===== src/rtl/mc_dst_list_builder.sv =====
// Folds serial destination IDs into a one-hot multicast list; last ID -> out_valid next cycle.
// Input is back-pressured (in_ready=0) while a completed list waits for out_ready.
module mc_dst_list_builder #(
    parameter int DST_LIST_WIDTH = 64,
    parameter int NODE_ID_WIDTH  = 6,
    parameter int CNT_WIDTH      = 7
) (
    input  logic                      clk,
    input  logic                      rst_n,
    input  logic [NODE_ID_WIDTH-1:0]  my_id,
    input  logic                      in_valid,
    output logic                      in_ready,
    input  logic [NODE_ID_WIDTH-1:0]  in_dst_id,
    input  logic                      in_last,
    output logic                      out_valid,
    input  logic                      out_ready,
    output logic [DST_LIST_WIDTH-1:0] out_dst_list,
    output logic [CNT_WIDTH-1:0]      out_dst_count,
    output logic                      out_self,
    output logic                      dup_pulse,
    output logic                      range_err,
    output logic                      empty_pulse
);

    typedef enum logic [1:0] {IDLE, COLLECT, EMIT} state_t;

    localparam logic [31:0] LIST_W = 32'(DST_LIST_WIDTH);

    state_t                    state, state_nxt;
    logic [DST_LIST_WIDTH-1:0] list_nxt, dst_onehot;
    logic [CNT_WIDTH-1:0]      count_nxt;
    logic                      self_nxt, self_clr, self_clr_nxt;
    logic                      dup_nxt, range_nxt, empty_nxt;
    logic                      accept, in_range, is_self, is_dup;

    assign in_ready   = (state != EMIT);
    assign out_valid  = (state == EMIT);
    assign accept     = in_valid & in_ready;
    assign in_range   = (32'(in_dst_id) < LIST_W);
    assign dst_onehot = {{(DST_LIST_WIDTH-1){1'b0}}, 1'b1} << in_dst_id;
    assign is_self    = (in_dst_id == my_id);
    assign is_dup     = |(out_dst_list & dst_onehot);

    always_comb begin
        state_nxt    = state;
        list_nxt     = out_dst_list;
        count_nxt    = out_dst_count;
        // self survives exactly one cycle after an empty close so the NI can see it
        self_nxt     = self_clr ? 1'b0 : out_self;
        self_clr_nxt = 1'b0;
        dup_nxt      = 1'b0;
        range_nxt    = 1'b0;
        empty_nxt    = 1'b0;
        case (state)
            IDLE, COLLECT: begin
                if (accept) begin
                    if (!in_range) begin
                        range_nxt = 1'b1;
                    end else if (is_self) begin
                        self_nxt = 1'b1;
                    end else if (is_dup) begin
                        dup_nxt = 1'b1;
                    end else begin
                        list_nxt  = out_dst_list | dst_onehot;
                        count_nxt = out_dst_count + CNT_WIDTH'(1);
                    end
                    if (!in_last) begin
                        state_nxt = COLLECT;
                    end else if (count_nxt == '0) begin
                        state_nxt    = IDLE;
                        empty_nxt    = 1'b1;
                        self_clr_nxt = 1'b1;
                    end else begin
                        state_nxt = EMIT;
                    end
                end
            end
            EMIT: begin
                if (out_ready) begin
                    state_nxt = IDLE;
                    list_nxt  = '0;
                    count_nxt = '0;
                    self_nxt  = 1'b0;
                end
            end
            default: state_nxt = IDLE;
        endcase
    end

    always_ff @(posedge clk or negedge rst_n) begin
        if (!rst_n) begin
            state         <= IDLE;
            out_dst_list  <= '0;
            out_dst_count <= '0;
            out_self      <= 1'b0;
            self_clr      <= 1'b0;
            dup_pulse     <= 1'b0;
            range_err     <= 1'b0;
            empty_pulse   <= 1'b0;
        end else begin
            state         <= state_nxt;
            out_dst_list  <= list_nxt;
            out_dst_count <= count_nxt;
            out_self      <= self_nxt;
            self_clr      <= self_clr_nxt;
            dup_pulse     <= dup_nxt;
            range_err     <= range_nxt;
            empty_pulse   <= empty_nxt;
        end
    end

endmodule


===== config.mk =====
export PLATFORM = sky130hd
export DESIGN_NAME = mc_dst_list_builder
export DESIGN_NICKNAME = d
export VERILOG_FILES = /design/src/rtl/mc_dst_list_builder.sv
export SDC_FILE = /design/constraint.sdc
export NUM_CORES = 1
export LEC_CHECK = 0
export BUFFER_PORTS_ARGS = -buffer_cell sky130_fd_sc_hd__buf_4
export CORE_MARGIN = 4
export CORE_UTILIZATION = 50
export CTS_BUF_LIST = sky130_fd_sc_hd__clkbuf_16
export CTS_CLUSTER_DIAMETER = 100
export DETAILED_ROUTE_END_ITERATION = 7
export PLACE_DENSITY = 0.75
export SLEW_MARGIN = 0
export SYNTH_ARGS = -nofsm -noshare
export SYNTH_HDL_FRONTEND = slang
export SYNTH_SLANG_ARGS = --single-unit

===== constraint.sdc =====
create_clock -name clk -period 7.6 [get_ports clk]
set_input_delay 0.38 -clock clk [delete_from_list [all_inputs] [get_ports clk]]
set_output_delay 0.38 -clock clk [all_outputs]
set_load 0.01 [all_outputs]

==> results.py <==
metrics = {
    "status": {
        "outcome": "complete, no violations",
    },
    "route": {
        "num_vias": 3719,
        "ant_nets": 0,
        "routed_via_density": 6.412,
        "drc_errors": 0,
        "first_iter_violations": 397,
        "firstDrtPassIters": 5,
        "routedWlPerCell_um": 21.28,
        "wirelength_um": 12340,
    },
    "finish": {
        "drive_gt1_share_pct": 26.99,
        "nFillCells": 628,
        "n_antenna_cell": 0,
        "area_growth_pct": 24.42,
        "final_util_pct": 64.34,
        "fin_nets": 492,
    },
    "timing": {
        "max_freq_mhz": 282.3,
        "maxSlewHeadroom_pct": 15.77,
        "finalMaxSlewViolations": 0,
        "tns_ns": 0,
        "hold_violations": 0,
        "fin_worst_skew_ns": 0.005837,
        "fin_crit_ns": 3.543,
        "worst_pin_slew_ns": 1.261,
        "period_share_pct": 46.62,
        "setup_viol_count_final": 0,
        "postLayoutSetupSlackWorst_ns": 4.057,
        "rsz0062_at_grt": "false",
    },
    "setup_path": {
        "cpMaxStageDelayCell": "a211oi_2",
        "critical_path_class": "input port to register",
        "cp_max_fo": 33,
        "worstSetupEndpointType": "register",
        "arrival_ns": 3.79,
        "required_ns": 7.85,
        "reg2regPathDepth": 9,
        "critPathLaunchType": "input port",
        "ff2ff_setup_slack_ns": 4.16,
        "timing.rr.end": "out_dst_list[33]$_DFFE_PN0P_",
        "r2r-start": "out_dst_list[26]$_DFFE_PN0P_",
        "critPathMaxStageDelay_ns": 1.12,
        "crit_path_cell_trace": "buf_4, and4b_1, and3_4, a2111oi_2, a32oi_1, nor3_2, nand4_4, a211oi_2, a21oi_1, nor2_1",
    },
    "clocking": {
        "cts.clk_slew.worst_paths_ns": 0.06,
        "cts_buffers": 9,
        "cts.sinks": 76,
        "cts.repair.resized": 0,
        "insertion_delay_ns": 0.33,
        "cts-hold-fix-buffers": 0,
        "h-tree-depth": 3,
        "cts_tree": "yes",
        "post_cts_buffers": 0,
        "clk_path_buf_depth": 2,
        "clockRootBuffer": "clkbuf_16",
    },
    "floorplanning": {
        "die_area_um2": 9577,
        "num_rows": 32,
        "coreArea_um2": 7807,
        "die_y_um": 97.86,
        "ios": 94,
        "die_w_um": 97.86,
        "start_util_pct": 51.71,
    },
    "grt": {
        "grt_pass1_vias": 3624,
        "grt_pass1_wl_um": 20180,
        "grt_usage_pct": 26.26,
        "grt_remaining_overflow": 0,
        "grt_max_degree": 77,
        "antenna_found_initial": 0,
    },
    "logic_synthesis": {
        "syn_inst": 400,
        "synth_area_um2": 4038,
        "synth_edf_count": 0,
        "yosysWarnings": 0,
        "synth-main-ff-cell": "dfrtp_1",
        "yosysTopAreaCellShare_pct": 47.10,
        "ys_seq_area_share_pct": 47.10,
        "yosys-top-cells-area": "dfrtp_1, a22o_1, a21oi_1",
        "synth-simple-area-share_pct": 19.96,
        "netlist.top_cell.by_area": "dfrtp_1",
        "syn_avg_cell_area_um2": 10.09,
        "synthAdderAreaFrac_pct": 0.3099,
        "synthMuxAreaShare_pct": 4.524,
        "synthXorXnorAreaFrac_pct": 1.518,
        "syn_nets": 418,
        "synth_top_family_by_area": "compound AO/OA/AOI/OAI gates",
        "synth_compound_area_share_pct": 21.26,
        "synth-seq-cells": 76,
        "ys_types": 63,
        "synthArstFlopShare_pct": 100.0,
    },
    "power": {
        "ir_drop_mv": 0.1399,
        "design_power_total_mw": 1.392,
        "cellPowerDensity_nw_per_um2": 277.0,
        "leakagePower_nw": 2.424,
    },
    "placement": {
        "portBuffers": 92,
        "routabilityCongestion": 0.8695,
        "pre_cts_ws_ns": 3.793,
        "dp_hpwl_um": 8175,
    },
    "flow_run": {
        "maxCapViolCount": 0,
    },
    "worst_hold_path": {
        "hold_path_class": "input port to asynchronous set/reset pin",
    },
}
[routing by layer]
layer	GRT usage (%)	up-vias	wire length, um
met5	0	-	0
met4	8.094	0	216
met3	5.857	27	1082
met2	41.10	187	5870
met1	36.63	1860	5173
li1	-	1645	-
[area by class of cell]
cell class	instances	area [um2]	area share, %
Timing Repair Buffer	95	713.2	14.20
Inverter	7	26.28	0.5230
Tap cell	102	127.6	2.540
Multi-Input combinational cell	285	1924	38.31
Sequential cell	76	1902	37.86
Clock inverter	6	105.1	2.092
Clock buffer	9	225.2	4.483
[Yosys cell counts (all sizes together), types with 6 or more instances]
library cell   n
nor2          48
o21ai         11
nor3          14
dfrtp         76
a22o          34
buf           21
clkbuf        11
inv            6
a21oi         39
nand4          8
nand3         10
mux2i          7
nand2         17
mux2          10
and3           8
[placed cells by master, fill, tap and decap left out, types with 9 or more instances in the layout]
cell        n
dfrtp_1    76
a21oi_1    38
buf_4      95
mux2_2     10
clkbuf_16   9
o21ai_0    10
nor2_1     46
a22o_1     34
nand2_1    17
nand3_1    10
nor3_1     13
[how the worst max path moves through the flow]
stage	start	endpoint	slack, ns
2_1_floorplan	in_dst_id[5]	out_dst_list[4]$_DFFE_PN0P_	4.71
3_3_place_gp	in_dst_id[0]	out_dst_list[49]$_DFFE_PN0P_	3.88
3_5_place_dp	in_dst_id[3]	out_dst_list[13]$_DFFE_PN0P_	3.79
4_1_cts	in_dst_id[3]	out_dst_list[33]$_DFFE_PN0P_	4.13
5_1_grt	in_dst_id[3]	out_dst_list[5]$_DFFE_PN0P_	3.82
6_report	in_dst_id[3]	out_dst_list[33]$_DFFE_PN0P_	4.06
[metrics by stage]
stage          std cells  hold slack [ns]  instance area, um2
5_1_grt              580           0.2383                5024
3_3_place_gp         565           0.4609                4693
3_5_place_dp         565           0.4701                4693
2_1_floorplan        400          0.08441                4038
4_1_cts              580           0.2352                5024
6_report             580           0.1877                5024
[sequential cells by signal (all words and copies together) (netlist names)]
name and count:
out_dst_list 64, out_dst_count 7, state 2, dup_pulse 1
out_self 1, self_clr 1
[power breakdown]
| part | internal (mW) | leakage, nW | switching (mW) |
|---|---|---|---|
| clock | 0.316 | 0.160 | 0.159 |
| combinational | 0.171 | 1.22 | 0.193 |
| sequential | 0.473 | 1.04 | 0.0793 |
| total | 0.960 | 2.42 | 0.432 |
[worst max-delay path, delay by kind of cell]
family,cells,cell delay [ns]
AOI/OAI and AO/OA,4,1.70
and+or+nand+nor,5,1.40
buffers and inverters,1,0.31
[cells by family after synthesis]
kind of cell,count (synthesis)
AOI/OAI and AO/OA,119
xor gates and xnor gates,7
adders and majority gates,1
buffers and inverters,39
DFF,76
muxes,17
other,1
and+or+nand+nor,140
(Power assumes the default switching activity.)
